===== src/rtl/fds_pkg.sv =====
// Shared definitions for the FDS audio bus master: register map, request record, FSM states.
package fds_pkg;

  localparam logic [15:0] FDS_WAVE_BASE   = 16'h4040;
  localparam logic [15:0] FDS_VOL_ENV     = 16'h4080;
  localparam logic [15:0] FDS_FREQ_LO     = 16'h4082;
  localparam logic [15:0] FDS_FREQ_HI     = 16'h4083;
  localparam logic [15:0] FDS_SWEEP       = 16'h4084;
  localparam logic [15:0] FDS_MOD_BIAS    = 16'h4085;
  localparam logic [15:0] FDS_MOD_FREQ_LO = 16'h4086;
  localparam logic [15:0] FDS_MOD_FREQ_HI = 16'h4087;
  localparam logic [15:0] FDS_MOD_TABLE   = 16'h4088;
  localparam logic [15:0] FDS_MASTER      = 16'h4089;
  localparam logic [15:0] FDS_ENV_SPEED   = 16'h408A;
  localparam logic [15:0] FDS_STATUS_BASE = 16'h4090;

  typedef struct packed {
    logic        write;
    logic [15:0] addr;
    logic [7:0]  data;
  } fds_req_t;

  typedef enum logic [1:0] {
    ST_IDLE,
    ST_DRIVE,
    ST_RELEASE
  } fds_state_t;

endpackage


===== src/rtl/fds_req_fifo.sv =====
// Show-ahead request FIFO; in_ready/full/empty are registered from the next-cycle fill level.
module fds_req_fifo
  import fds_pkg::*;
#(
  parameter int FIFO_DEPTH = 4
) (
  input  logic     clk,
  input  logic     reset,
  input  logic     push,
  input  logic     pop,
  input  fds_req_t din,
  output fds_req_t dout,
  output logic     in_ready,
  output logic     full,
  output logic     empty,
  output logic     empty_next
);

  localparam int AW = $clog2(FIFO_DEPTH);
  localparam int LW = AW + 1;

  fds_req_t        mem [FIFO_DEPTH];
  logic [AW-1:0]   wr_ptr;
  logic [AW-1:0]   rd_ptr;
  logic [LW-1:0]   level;
  logic [LW-1:0]   level_nxt;
  logic            do_push;
  logic            do_pop;

  // Push is gated by the pre-pop ready flag, so a full FIFO never accepts even while popping.
  assign do_push = push & in_ready;
  assign do_pop  = pop & ~empty;
  assign dout    = mem[rd_ptr];

  always_comb begin
    level_nxt = level;
    if (do_push && !do_pop)
      level_nxt = level + 1'b1;
    else if (do_pop && !do_push)
      level_nxt = level - 1'b1;
  end

  assign empty_next = (level_nxt == '0);

  always_ff @(posedge clk) begin
    if (reset) begin
      wr_ptr   <= '0;
      rd_ptr   <= '0;
      level    <= '0;
      in_ready <= 1'b0;
      full     <= 1'b0;
      empty    <= 1'b1;
    end else begin
      if (do_push) wr_ptr <= wr_ptr + 1'b1;
      if (do_pop)  rd_ptr <= rd_ptr + 1'b1;
      level    <= level_nxt;
      full     <= (level_nxt == LW'(FIFO_DEPTH));
      in_ready <= (level_nxt != LW'(FIFO_DEPTH));
      empty    <= (level_nxt == '0);
    end
  end

  always_ff @(posedge clk) begin
    if (do_push) mem[wr_ptr] <= din;
  end

endmodule


===== src/rtl/fds_bus_master.sv =====
// CPU-side initiator for the FDS audio registers: replays queued requests as one
// M2-aligned bus cycle each and returns read data sampled on the responder's commit edge.
module fds_bus_master
  import fds_pkg::*;
#(
  parameter int          FIFO_DEPTH = 4,
  parameter logic [15:0] IDLE_ADDR  = 16'h0000
) (
  input  logic        clk,
  input  logic        reset,
  input  logic        m2,
  input  logic        req_valid,
  output logic        req_ready,
  input  logic        req_write,
  input  logic [15:0] req_addr,
  input  logic [7:0]  req_data,
  output logic        rsp_valid,
  output logic [7:0]  rsp_data,
  output logic        bus_wr,
  output logic [15:0] bus_addr,
  output logic [7:0]  bus_wdata,
  input  logic [7:0]  bus_rdata,
  output logic        busy
);

  fds_state_t state;
  fds_req_t   head;
  fds_req_t   req_in;
  logic       m2_q;
  logic       m2_rise;
  logic       fifo_push;
  logic       fifo_pop;
  logic       fifo_full;
  logic       fifo_empty;
  logic       fifo_empty_next;

  assign req_in    = '{write: req_write, addr: req_addr, data: req_data};
  assign fifo_push = req_valid & req_ready;
  assign m2_rise   = m2 & ~m2_q;
  // Only start while M2 is solidly low so the whole high phase sees a stable address.
  assign fifo_pop  = (state == ST_IDLE) & ~fifo_empty & ~m2 & ~m2_q;

  fds_req_fifo #(
    .FIFO_DEPTH(FIFO_DEPTH)
  ) u_fifo (
    .clk        (clk),
    .reset      (reset),
    .push       (fifo_push),
    .pop        (fifo_pop),
    .din        (req_in),
    .dout       (head),
    .in_ready   (req_ready),
    .full       (fifo_full),
    .empty      (fifo_empty),
    .empty_next (fifo_empty_next)
  );

  always_ff @(posedge clk) begin
    if (reset) m2_q <= 1'b0;
    else       m2_q <= m2;
  end

  always_ff @(posedge clk) begin
    if (reset) begin
      state     <= ST_IDLE;
      bus_wr    <= 1'b0;
      bus_addr  <= IDLE_ADDR;
      bus_wdata <= 8'h00;
      rsp_valid <= 1'b0;
      rsp_data  <= 8'h00;
      busy      <= 1'b0;
    end else begin
      rsp_valid <= 1'b0;
      case (state)
        ST_IDLE: begin
          if (fifo_pop) begin
            bus_addr  <= head.addr;
            bus_wdata <= head.data;
            bus_wr    <= head.write;
            busy      <= 1'b1;
            state     <= ST_DRIVE;
          end else begin
            busy <= ~fifo_empty_next;
          end
        end
        ST_DRIVE: begin
          busy <= 1'b1;
          // The responder commits on this same clk, so reads see pre-update state.
          if (m2_rise) begin
            if (!bus_wr) begin
              rsp_data  <= bus_rdata;
              rsp_valid <= 1'b1;
            end
            state <= ST_RELEASE;
          end
        end
        ST_RELEASE: begin
          bus_wr   <= 1'b0;
          bus_addr <= IDLE_ADDR;
          if (!m2) begin
            busy  <= ~fifo_empty_next;
            state <= ST_IDLE;
          end else begin
            busy <= 1'b1;
          end
        end
        default: state <= ST_IDLE;
      endcase
    end
  end

endmodule


===== config.mk =====
export PLATFORM = sky130hd
export DESIGN_NAME = fds_bus_master
export DESIGN_NICKNAME = d
export VERILOG_FILES = /design/src/rtl/fds_pkg.sv /design/src/rtl/fds_req_fifo.sv /design/src/rtl/fds_bus_master.sv
export SDC_FILE = /design/constraint.sdc
export NUM_CORES = 1
export LEC_CHECK = 0
export ABC_AREA = 1
export ABC_CLOCK_PERIOD_IN_PS = 3500
export BUFFER_PORTS_ARGS = -buffer_cell sky130_fd_sc_hd__buf_2
export CAP_MARGIN = 20
export CELL_PAD_IN_SITES_DETAIL_PLACEMENT = 1
export CELL_PAD_IN_SITES_GLOBAL_PLACEMENT = 2
export CORE_ASPECT_RATIO = 1.4
export CORE_UTILIZATION = 41
export CTS_CLUSTER_SIZE = 8
export DETAILED_ROUTE_END_ITERATION = 8
export PLACE_DENSITY_LB_ADDON = 0.08
export SLEW_MARGIN = 20
export SYNTH_ARGS = -nofsm -noshare
export SYNTH_HDL_FRONTEND = slang
export SYNTH_SLANG_ARGS = --single-unit

===== constraint.sdc =====
create_clock -name clk -period 3.5 [get_ports clk]
set_input_delay 0.525 -clock clk [delete_from_list [all_inputs] [get_ports clk]]
set_output_delay 0.525 -clock clk [all_outputs]
set_load 0.01 [all_outputs]

==> summary.md, run 1 <==
| Metric | Value |
|---|---|
| Row count | 50 |
| Post-synth EDFFs | 100 |
| Die area | 14200 µm² |
| Chip width | approximately 100 µm |
| Fin. Hold Viols | 0 |
| Residual overflow from global routing | 0 |
| Nets | 608 |
| R2r setup slk | 1.56 ns |
| Hpwl dp | 8.07 mm |
| Starting Density | 0.420 |
| First-pass GRT wire length | 20.6 mm |
| Setup Viol. Count Final | 0 |
| Final GP Congestion | 0.701 |
| FMAX | 0.516 GHz |
| Synth Warn # | 0 |
| Max Slew Vio Count | 0 |
| Clock Latency Late Sink | 0.41 ns |
| Netlist Area Pre-Place | 5630 µm² |
| Post-synth top area cell | edfxtp_1 |
| Cell Area, Placed | 6180 µm² |
| Hold buffer count at cts | 0 |
| Sequential share of the synthesized area | 0.708 |
| CTS tree | built |
| Post-route setup TNS | 0 ns |
| VDD IR-drop max | 0.306 mV |
| R2r worst-path depth | 6 |
| Yosys reg bits | 149 |
| Die height | 141 µm |
| Status | finished, final reports clean |
| Postcts setup bufs | 0 |
| Synth async-reset ratio | 0 |
| GR Util All Layers | 0.195 |
| Synthesis-to-finish area growth | 19.1% |
| Synth top area share | 0.534 |
| Syn nets | between 500 and 600 |
| Clock Tree Buf Depth | 2 |
| Gate count of the mapped netlist | 491 |
| Vias | 3826 |
| Pwr per Cell Area | 645 nW/µm² |
| Unrepaired setup endpoints after global routing | false |
| Worst slew pin tran | 0.824 ns |
| Top fanout value on the critical path | 26 |
| Detailed Route Iter0 Violations | 158 |
| DR pass1 iterations | 6 |
| Fill cells | about 1500 |
| Commonest non-fill, non-tap cell in the layout | edfxtp_1 |
| Worst Setup EP | bus_addr[1]$_SDFFE_PP0P_ |
| Slew HR | 0.450 |
| Initial antenna violation count | 0 |
| IO Count | 73 |
| Ys flop type | edfxtp_1 |
| Clk_skew | 0.00770 ns |
| Tcrit/Tclk final | 0.553 |
| Routed wire length per instance | approximately 17 µm |
| Clock Sinks | 149 |
| Num CTS Buffers | 17 |
| Share of cells above drive strength 1 | 0.221 |
| Seq. cell area | 3980 µm² |
| Critical Path AT | approximately 2.3 ns |
| Drt drc | 0 |
| Root buffer cell | clkbuf_16 |
| Final min period | 1.94 ns |
| LEAKAGE | 2.57 nW |
| CTS clk-pin slew, worst paths | 0.06 ns |
| Req. time, crit path | 3.84 ns |
| Post-route cell area | 6700 µm² |
| Resize count post-CTS | 0 |
| Vias/cell | around 5.0 |
| Core footprint | 13400 µm² |
| Library cells used by synthesis | 25 |
| Buffers on Ports | 72 |
| Number of global-route vias before repair | 4006 |
| Multi-input gate area | 1440 µm² |
| Top post-synthesis cells by area | edfxtp_1, dfxtp_1, nor2_1, o21ai_0, nand2_1 |
| Post-route ant nets | 0 |
| Diodes inserted | 0 |
| Largest net degree at the start of global routing | 51 |
| Setup crit end kind | flop |
| Worst hold path class | input pin to flop |
| CP Launch Type | flop |
| Final WL | 12.8 mm |
| Commonest non-fill, non-tap cells in the layout | edfxtp_1, nor2_1, buf_2 |
| Number of H-tree levels | 4 |
| R2R Path End | bus_addr[1]$_SDFFE_PP0P_ |
| Max cap viols | 0 |
| WS Path Type | flop to flop |
| Syn avg cell area | roughly 11 µm² |
-- kinds of logic (layout without fill, tap and decap cells) --
logic type,Yosys count,after routing,synth area share
AOI/OAI and AO/OA,123,123,0.115
and+or+nand+nor,162,162,0.125
DFF,149,149,0.708
adders and majority gates,6,6,0.0133
buffers and inverters,51,138,0.0385
-- synth_stat cells (2+ instances only) --
cell type,number
a31oi_1,8
inv_1,21
buf_4,3
nor2_4,4
nand2_1,47
nand3_1,8
o21ai_1,3
dfxtp_1,49
inv_2,5
edfxtp_1,100
o21ai_0,67
nand2_2,4
nor2_1,94
o22ai_1,17
a21oi_1,27
buf_2,11
ha_1,6
clkbuf_1,9
buf_1,2
-- cell type report --
type / instances / area share
multi-input cells: 291 / 0.214
clock buffers: 22 / 0.0678
well taps: 182 / 0.0340
repair buffers: 80 / 0.0658
flip-flops and latches: 149 / 0.595
inverters: 26 / 0.0146
clock inverters: 10 / 0.00878
-- metal layers --
layer  vias to the layer above  routed length, µm  global-route usage
li1                       1851                  -                   -
met1                      1897               5730               0.234
met2                        68               6530               0.341
met3                        10                400              0.0436
met4                         0                137              0.0664
met5                         -                  0                   0
-- worst max-delay path, stage by stage (launching register included) --
cell	delay [ns]
dfxtp_1	0.30
buf_4	0.23
inv_1	0.64
o21ai_1	0.18
o22ai_1	0.30
nand2_1	0.09
a21oi_1	0.12
-- worst min-delay path by stage --
stage | startpoint | to | slack [ns] | cells past startpoint
floorplan | u_fifo.rd_ptr[1]$_SDFFE_PP0P_ | flop | 0.46 | 1
CTS | req_addr[1] | u_fifo.mem[1][9]$_DFFE_PP_ | 0.31 | 1
detailed placement | bus_addr[12]$_SDFFE_PP0P_ | bus_addr[12]$_SDFFE_PP0P_ | 0.46 | 2
finish | req_addr[1] | u_fifo.mem[2][9]$_DFFE_PP_ | 0.33 | 1
global route | req_data[5] | u_fifo.mem[3][5]$_DFFE_PP_ | 0.31 | 1
global placement | bus_addr[2]$_SDFFE_PP0P_ | bus_addr[2]$_SDFFE_PP0P_ | 0.46 | 2
-- where the power goes --
part	internal, W	total (W)	switching (W)
Sequential	0.00201	0.00207	0.0000625
Combinational	0.000228	0.000666	0.000438
Clock	0.000919	0.00158	0.000663
Total	0.00316	0.00432	0.00116
-- through the flow --
stage               std cells   util  setup slack, ns  power, W  hold WS, ns
floorplan                 491      -             1.29   0.00255        0.457
global placement          727  0.460             1.51   0.00276        0.457
detailed placement        728  0.462             1.46   0.00279        0.456
CTS                       760  0.500             1.54   0.00439        0.311
global route              760  0.500             1.38   0.00453        0.313
finish                    760  0.500             1.56   0.00432        0.328
-- state kept, by name, indices dropped and copies added, names as in the netlist, 2 cells and up, named ones only --
register       flops
u_fifo.wr_ptr      2
state              2
u_fifo.level       3
rsp_data           8
bus_wdata          8
u_fifo.mem       100
u_fifo.rd_ptr      2
bus_addr          16
No activity file was read; power rests on OpenSTA's default activity.
==> inputs of run 2 (changes only) <==
--- a/config.mk
+++ b/config.mk
@@ -6,13 +6,13 @@
 export NUM_CORES = 1
 export LEC_CHECK = 0
 export ABC_AREA = 1
-export ABC_CLOCK_PERIOD_IN_PS = 3500
+export ABC_CLOCK_PERIOD_IN_PS = 1700
 export BUFFER_PORTS_ARGS = -buffer_cell sky130_fd_sc_hd__buf_2
 export CAP_MARGIN = 20
 export CELL_PAD_IN_SITES_DETAIL_PLACEMENT = 1
 export CELL_PAD_IN_SITES_GLOBAL_PLACEMENT = 2
 export CORE_ASPECT_RATIO = 1.4
-export CORE_UTILIZATION = 41
+export CORE_UTILIZATION = 34
 export CTS_CLUSTER_SIZE = 8
 export DETAILED_ROUTE_END_ITERATION = 8
 export PLACE_DENSITY_LB_ADDON = 0.08
==> constraint.sdc (replaced) <==
create_clock -name clk -period 1.7 [get_ports clk]
set_input_delay 0.255 -clock clk [delete_from_list [all_inputs] [get_ports clk]]
set_output_delay 0.255 -clock clk [all_outputs]
set_load 0.01 [all_outputs]
==> run 2 against run 1 <==
Final area increased by 3.6%. Routed wire length rose by 2.5%. Sequential power is 110% higher. Critical path depth rose by 2. Die area up 20%. Non-clock buffer count up 10. Core utilization is 7.1 points lower. Fmax up 36%. Critical path type unchanged. Register-to-register slack got worse by 1.3 ns. Worst hold slack worse by 0.28 ns. Largest power group unchanged. Global-route usage is 3.0 points lower.
==> summary.md, run 2 (synthesized netlist as in run 1, its figures left out) <==
| Metric | Value |
|---|---|
| Num CTS Buffers | 17 |
| Clk_skew | approximately 0.0067 ns |
| Setup slack after layout | 0.277 ns |
| Req. time, crit path | roughly 2 ns |
| R2r setup slk | ~0.28 ns |
| Vias | approximately 3800 |
| FMAX | 0.703 GHz |
| Commonest non-fill, non-tap cell in the layout | edfxtp_1 |
| Root buffer cell | clkbuf_16 |
| Switching power | 0.00249 W |
| Postcts setup bufs | 0 |
| Share of cells above drive strength 1 | 0.236 |
| Core footprint | ~16000 µm² |
| Diodes inserted | 0 |
| DR pass1 iterations | 4 |
| CTS clk-pin slew, worst paths | 0.06 ns |
| Chip width | roughly 110 µm |
| Commonest non-fill, non-tap cells in the layout | edfxtp_1, nor2_1, buf_2 |
| Max Slew Vio Count | 0 |
| Final GP Congestion | ~0.7 |
| Resize count post-CTS | 0 |
| Setup Viol. Count Final | 0 |
| Worst slack, placed | around 0.25 ns |
| CTS tree | built |
| Setup crit end kind | flop |
| Post-route cell area | 6940 µm² |
| Slew HR | 0.786 |
| Net Sw Frac | 0.259 |
| Fill cells | 1759 |
| Clock Power Share | 0.407 |
| Clock Sinks | 149 |
| Top fanout value on the critical path | 4 |
| Unrepaired setup endpoints after global routing | false |
| Final min period | between 1 and 1.5 ns |
| Residual overflow from global routing | 0 |
| First-pass GRT wire length | 21.3 mm |
| IO Count | 73 |
| LEAKAGE | 2.66 nW |
| Starting Density | 0.348 |
| Synthesis-to-finish area growth | 23.3% |
| Number of global-route vias before repair | ~4100 |
| Pwr per Cell Area | between 1000 and 1500 nW/µm² |
| Hpwl dp | 8.56 mm |
| Die area | 17100 µm² |
| Nets | 618 |
| Sequential power share | 0.445 |
| Max cap viols | 0 |
| Detailed Route Iter0 Violations | 128 |
| Worst hold path class | input pin to flop |
| Row count | 55 |
| Final core occ | 0.429 |
| Buffers on Ports | 72 |
| Post-route ant nets | 0 |
| Fin. Hold Viols | 0 |
| VDD IR-drop max | 0.698 mV |
| Critical Path AT | 1.74 ns |
| Comb pwr share | 0.148 |
| Multi-input gate area | ~1400 µm² |
| CP Launch Type | flop |
| Clock Tree Buf Depth | 2 |
| Seq. cell area | 3980 µm² |
| Routed wire length per instance | about 17 µm |
| Die height | 154 µm |
| Final WL | 13.1 mm |
| Worst slew pin tran | between 0.3 and 0.4 ns |
| Clock Latency Late Sink | 0.42 ns |
| Tcrit/Tclk final | 0.837 |
| Hold buffer count at cts | 0 |
| Drt drc | 0 |
| Cell Area, Placed | 6320 µm² |
| Largest net degree at the start of global routing | 39 |
| Status | finished, final reports clean |
| Number of H-tree levels | 4 |
| WS Path Type | flop to flop |
| Vias/cell | roughly 4.9 |
| Biggest regs | u_fifo.mem: 100 flops, bus_addr: 16 flops |
| Top reg by flops | u_fifo.mem |
| Internal | ~0.007 W |
| Initial antenna violation count | 0 |
| Max reg flops | 100 |
| GR Util All Layers | 0.165 |
-- run 2: cell types whose count changed in the layout (fill, tap and decap cells not counted) --
| cell | change |
|---|---|
| clkbuf_8 | -1 |
| inv_4 | -2 |
| bufinv_16 | +4 |
| clkinv_4 | +2 |
| clkinv_2 | -3 |
| buf_12 | +5 |
| buf_16 | -1 |
| clkbuf_1 | -1 |
| buf_4 | +6 |
| inv_6 | +1 |
-- run 2: final cells by class --
class                   count  share of cell area
flip-flops and latches    149               0.574
clock inverters            12              0.0256
multi-input cells         291               0.207
repair buffers             90              0.0804
inverters                  26              0.0141
well taps                 199              0.0359
clock buffers              20              0.0629
-- run 2: worst max-delay path, cell delays in order (launching register included) --
cell and delay [ns]:
dfxtp_1 0.36, nor2_4 0.18, nand4_1 0.22, nand3_1 0.20
nand2_2 0.08, nor2_4 0.12, nand3_1 0.07, nand2_1 0.06
inv_1 0.03
-- run 2: worst paths after layout --
path	end	depth (start not counted)	from
worst min register to register	bus_addr[2]$_SDFFE_PP0P_	2	bus_addr[2]$_SDFFE_PP0P_
worst max register to register	busy$_SDFFE_PP0P_	8	state[0]$_SDFFE_PP0P_
worst min-delay path	u_fifo.mem[3][6]$_DFFE_PP_	1	req_data[6]
worst max-delay path	busy$_SDFFE_PP0P_	8	state[0]$_SDFFE_PP0P_
-- run 2: metrics by stage --
step | hold slack (ns) | setup TNS [ns] | cells | total power, W
after detailed placement | 0.458 | 0 | 755 | 0.00582
after global routing | 0.0290 | 0 | 787 | 0.0101
after global placement | 0.455 | 0 | 755 | 0.00578
final | 0.0462 | 0 | 787 | 0.00960
after CTS | 0.0224 | 0 | 787 | 0.00974
after floorplan | 0.354 | -37.66 | 491 | 0.00526
-- run 2: routing by layer --
| layer | routed length (µm) | up-vias | GRT usage |
|---|---|---|---|
| met5 | 0 | - | 0 |
| met4 | 144 | 0 | 0.0552 |
| met3 | 459 | 11 | 0.0482 |
| met2 | 6690 | 66 | 0.293 |
| met1 | 5830 | 1888 | 0.190 |
| li1 | - | 1878 | - |
-- run 2: power by group through the flow --
| stage | registers, W | logic [W] | clock network, W |
|---|---|---|---|
| finish | 0.00427 | 0.00142 | 0.00390 |
| global route | 0.00430 | 0.00163 | 0.00415 |
| detailed placement | 0.00435 | 0.00147 | 0 |
| floorplan | 0.00438 | 0.000878 | 0 |
| CTS | 0.00428 | 0.00147 | 0.00399 |
| global placement | 0.00435 | 0.00144 | 0 |
==> inputs of run 3 (changes only) <==
--- a/config.mk
+++ b/config.mk
@@ -6,7 +6,7 @@
 export NUM_CORES = 1
 export LEC_CHECK = 0
 export ABC_AREA = 1
-export ABC_CLOCK_PERIOD_IN_PS = 1700
+export ABC_CLOCK_PERIOD_IN_PS = 1300
 export BUFFER_PORTS_ARGS = -buffer_cell sky130_fd_sc_hd__buf_2
 export CAP_MARGIN = 20
 export CELL_PAD_IN_SITES_DETAIL_PLACEMENT = 1
==> constraint.sdc (replaced) <==
create_clock -name clk -period 1.3 [get_ports clk]
set_input_delay 0.195 -clock clk [delete_from_list [all_inputs] [get_ports clk]]
set_output_delay 0.195 -clock clk [all_outputs]
set_load 0.01 [all_outputs]
==> run 3 against run 2 <==
The flow now finishes with violations (negative setup slack). Routed wire length is 16% higher. Core utilization is 6.1 points higher. Clock skew is 0.0027 ns higher. Flip-flop and latch count unchanged. Non-clock buffer count increased by 68. Setup slack lost 0.34 ns. Global-route usage is 1.0 points higher. Largest cell class unchanged. Largest power group unchanged. Highest routed layer unchanged.
==> summary.md, run 3 (synthesized netlist as in run 1, its figures left out) <==
| Metric | Value |
|---|---|
| Unrepaired setup endpoints after global routing | true |
| Clock Power Share | 0.376 |
| Setup slack after layout | -0.0599 ns |
| DR pass1 iterations | 4 |
| Die area | 17100 µm² |
| Commonest non-fill, non-tap cells in the layout | edfxtp_1, nor2_1, buf_2 |
| CTS clk-pin slew, worst paths | 0.06 ns |
| Core footprint | 16200 µm² |
| Max cap viols | 0 |
| Clock Latency Late Sink | 0.43 ns |
| Residual overflow from global routing | 0 |
| Chip width | roughly 110 µm |
| Top fanout value on the critical path | 6 |
| Share of cells above drive strength 1 | 0.306 |
| Net Sw Frac | 0.267 |
| IO Count | 73 |
| Buffers on Ports | 72 |
| Initial antenna violation count | 0 |
| Nets | 686 |
| Setup crit end kind | flop |
| CP Launch Type | flop |
| Tcrit/Tclk final | 1.05 |
| Max Slew Vio Count | 0 |
| Internal | 0.00965 W |
| Worst slew pin tran | 0.358 ns |
| Post-route ant nets | 0 |
| Synthesis-to-finish area growth | 40.8% |
| Post-route cell area | 7920 µm² |
| Status | finished, violations left |
| Diodes inserted | 0 |
| Root buffer cell | clkbuf_16 |
| Largest net degree at the start of global routing | 35 |
| Fin. Hold Viols | 0 |
| Detailed Route Iter0 Violations | 121 |
| Row count | 55 |
| Top reg by flops | u_fifo.mem |
| Hpwl dp | 8.74 mm |
| Routed wire length per instance | 17.7 µm |
| Final GP Congestion | 0.745 |
| Clock Tree Buf Depth | 2 |
| Failing checks | negative setup slack |
| Final min period | 1.36 ns |
| Die height | 154 µm |
| Final WL | 15.2 mm |
| VDD IR-drop max | about 0.75 mV |
| Clock Sinks | around 150 |
| Drt drc | 0 |
| Worst hold path class | input pin to flop |
| GR Util All Layers | 0.175 |
| First-pass GRT wire length | 22.6 mm |
| Switching power | 0.00351 W |
| Max reg flops | 100 |
| Commonest non-fill, non-tap cell in the layout | edfxtp_1 |
| Sequential power share | 0.425 |
| Cell Area, Placed | roughly 6600 µm² |
| Vias | roughly 4200 |
| WS Path Type | flop to flop |
| Number of H-tree levels | 4 |
| Setup Viol. Count Final | 26 |
| Comb pwr share | 0.198 |
| Post-route setup TNS | -1.14 ns |
| LEAKAGE | 3.07 nW |
| Biggest regs | u_fifo.mem: 100 flops, bus_addr: 16 flops |
| Vias/cell | ~5 |
| CTS tree | built |
| Pwr per Cell Area | 1660 nW/µm² |
| Clk_skew | 0.00937 ns |
| Slew HR | 0.762 |
| Num CTS Buffers | 17 |
| Number of global-route vias before repair | 4450 |
| Starting Density | 0.348 |
| Critical Path AT | 1.50 ns |
| Req. time, crit path | ~1.4 ns |
| FMAX | 0.735 GHz |
## run 3: path summary, 6_finish.rpt
kind                            startpoint                           to  slack, ns  cells after the start
max          u_fifo.wr_ptr[1]$_SDFFE_PP0P_  u_fifo.mem[0][19]$_DFFE_PP_      -0.06                      7
min                           bus_rdata[0]     rsp_data[0]$_SDFFE_PP0P_       0.02                      3
max reg2reg  u_fifo.wr_ptr[1]$_SDFFE_PP0P_  u_fifo.mem[0][19]$_DFFE_PP_      -0.06                      7
min reg2reg       bus_addr[5]$_SDFFE_PP0P_     bus_addr[5]$_SDFFE_PP0P_       0.46                      2
## run 3: what timing repair did
item / in CTS / in global routing
pin swaps: 11 / 12
gates resized for setup: 19 / 22
setup endpoints to repair: 71 / 112
buffers inserted: 5 / 6
hold endpoints to repair: 103 / 4
hold buffers: 31 / 1
gates cloned: 1 / 7
## run 3: routing by layer
metal,vias up,GRT usage,wire length (µm)
met3,24,0.0404,544
met4,0,0.0743,331
met1,2053,0.193,6100
li1,2020,-,-
met2,86,0.321,8190
met5,-,0,0
## run 3: stage by stage
stage	hold slack, ns	worst slack [ns]	power (W)	utilization	cells
after CTS	0.00421	-0.0613	0.0130	0.471	841
after global routing	0.0347	-0.149	0.0138	0.490	855
after detailed placement	0.415	-0.105	0.00786	0.406	772
after global placement	0.407	-0.0135	0.00777	0.406	772
after floorplan	0.294	-0.0545	0.00690	-	491
final	0.0174	-0.0599	0.0132	0.490	855
## run 3: layout make-up
class	instances	area (µm²)
repair buffers	158	1440
clock buffers	20	447
flip-flops and latches	149	3990
fillers	1707	8250
inverters	26	103
multi-input cells	291	1540
well taps	199	249
clock inverters	12	153
## run 3: power groups by stage
stage | Clock [W] | Combinational, W | Sequential (W)
floorplan | 0 | 0.00117 | 0.00573
global placement | 0 | 0.00210 | 0.00567
detailed placement | 0 | 0.00218 | 0.00568
CTS | 0.00508 | 0.00236 | 0.00559
global route | 0.00527 | 0.00285 | 0.00563
finish | 0.00495 | 0.00261 | 0.00559
## run 3: critical path: stages, from the launching register on
cell and delay (ns):
dfxtp_2 0.33, inv_2 0.07, buf_6 0.11, ha_4 0.12, inv_2 0.04, nor2_4 0.12
buf_12 0.15, clkbuf_16 0.15
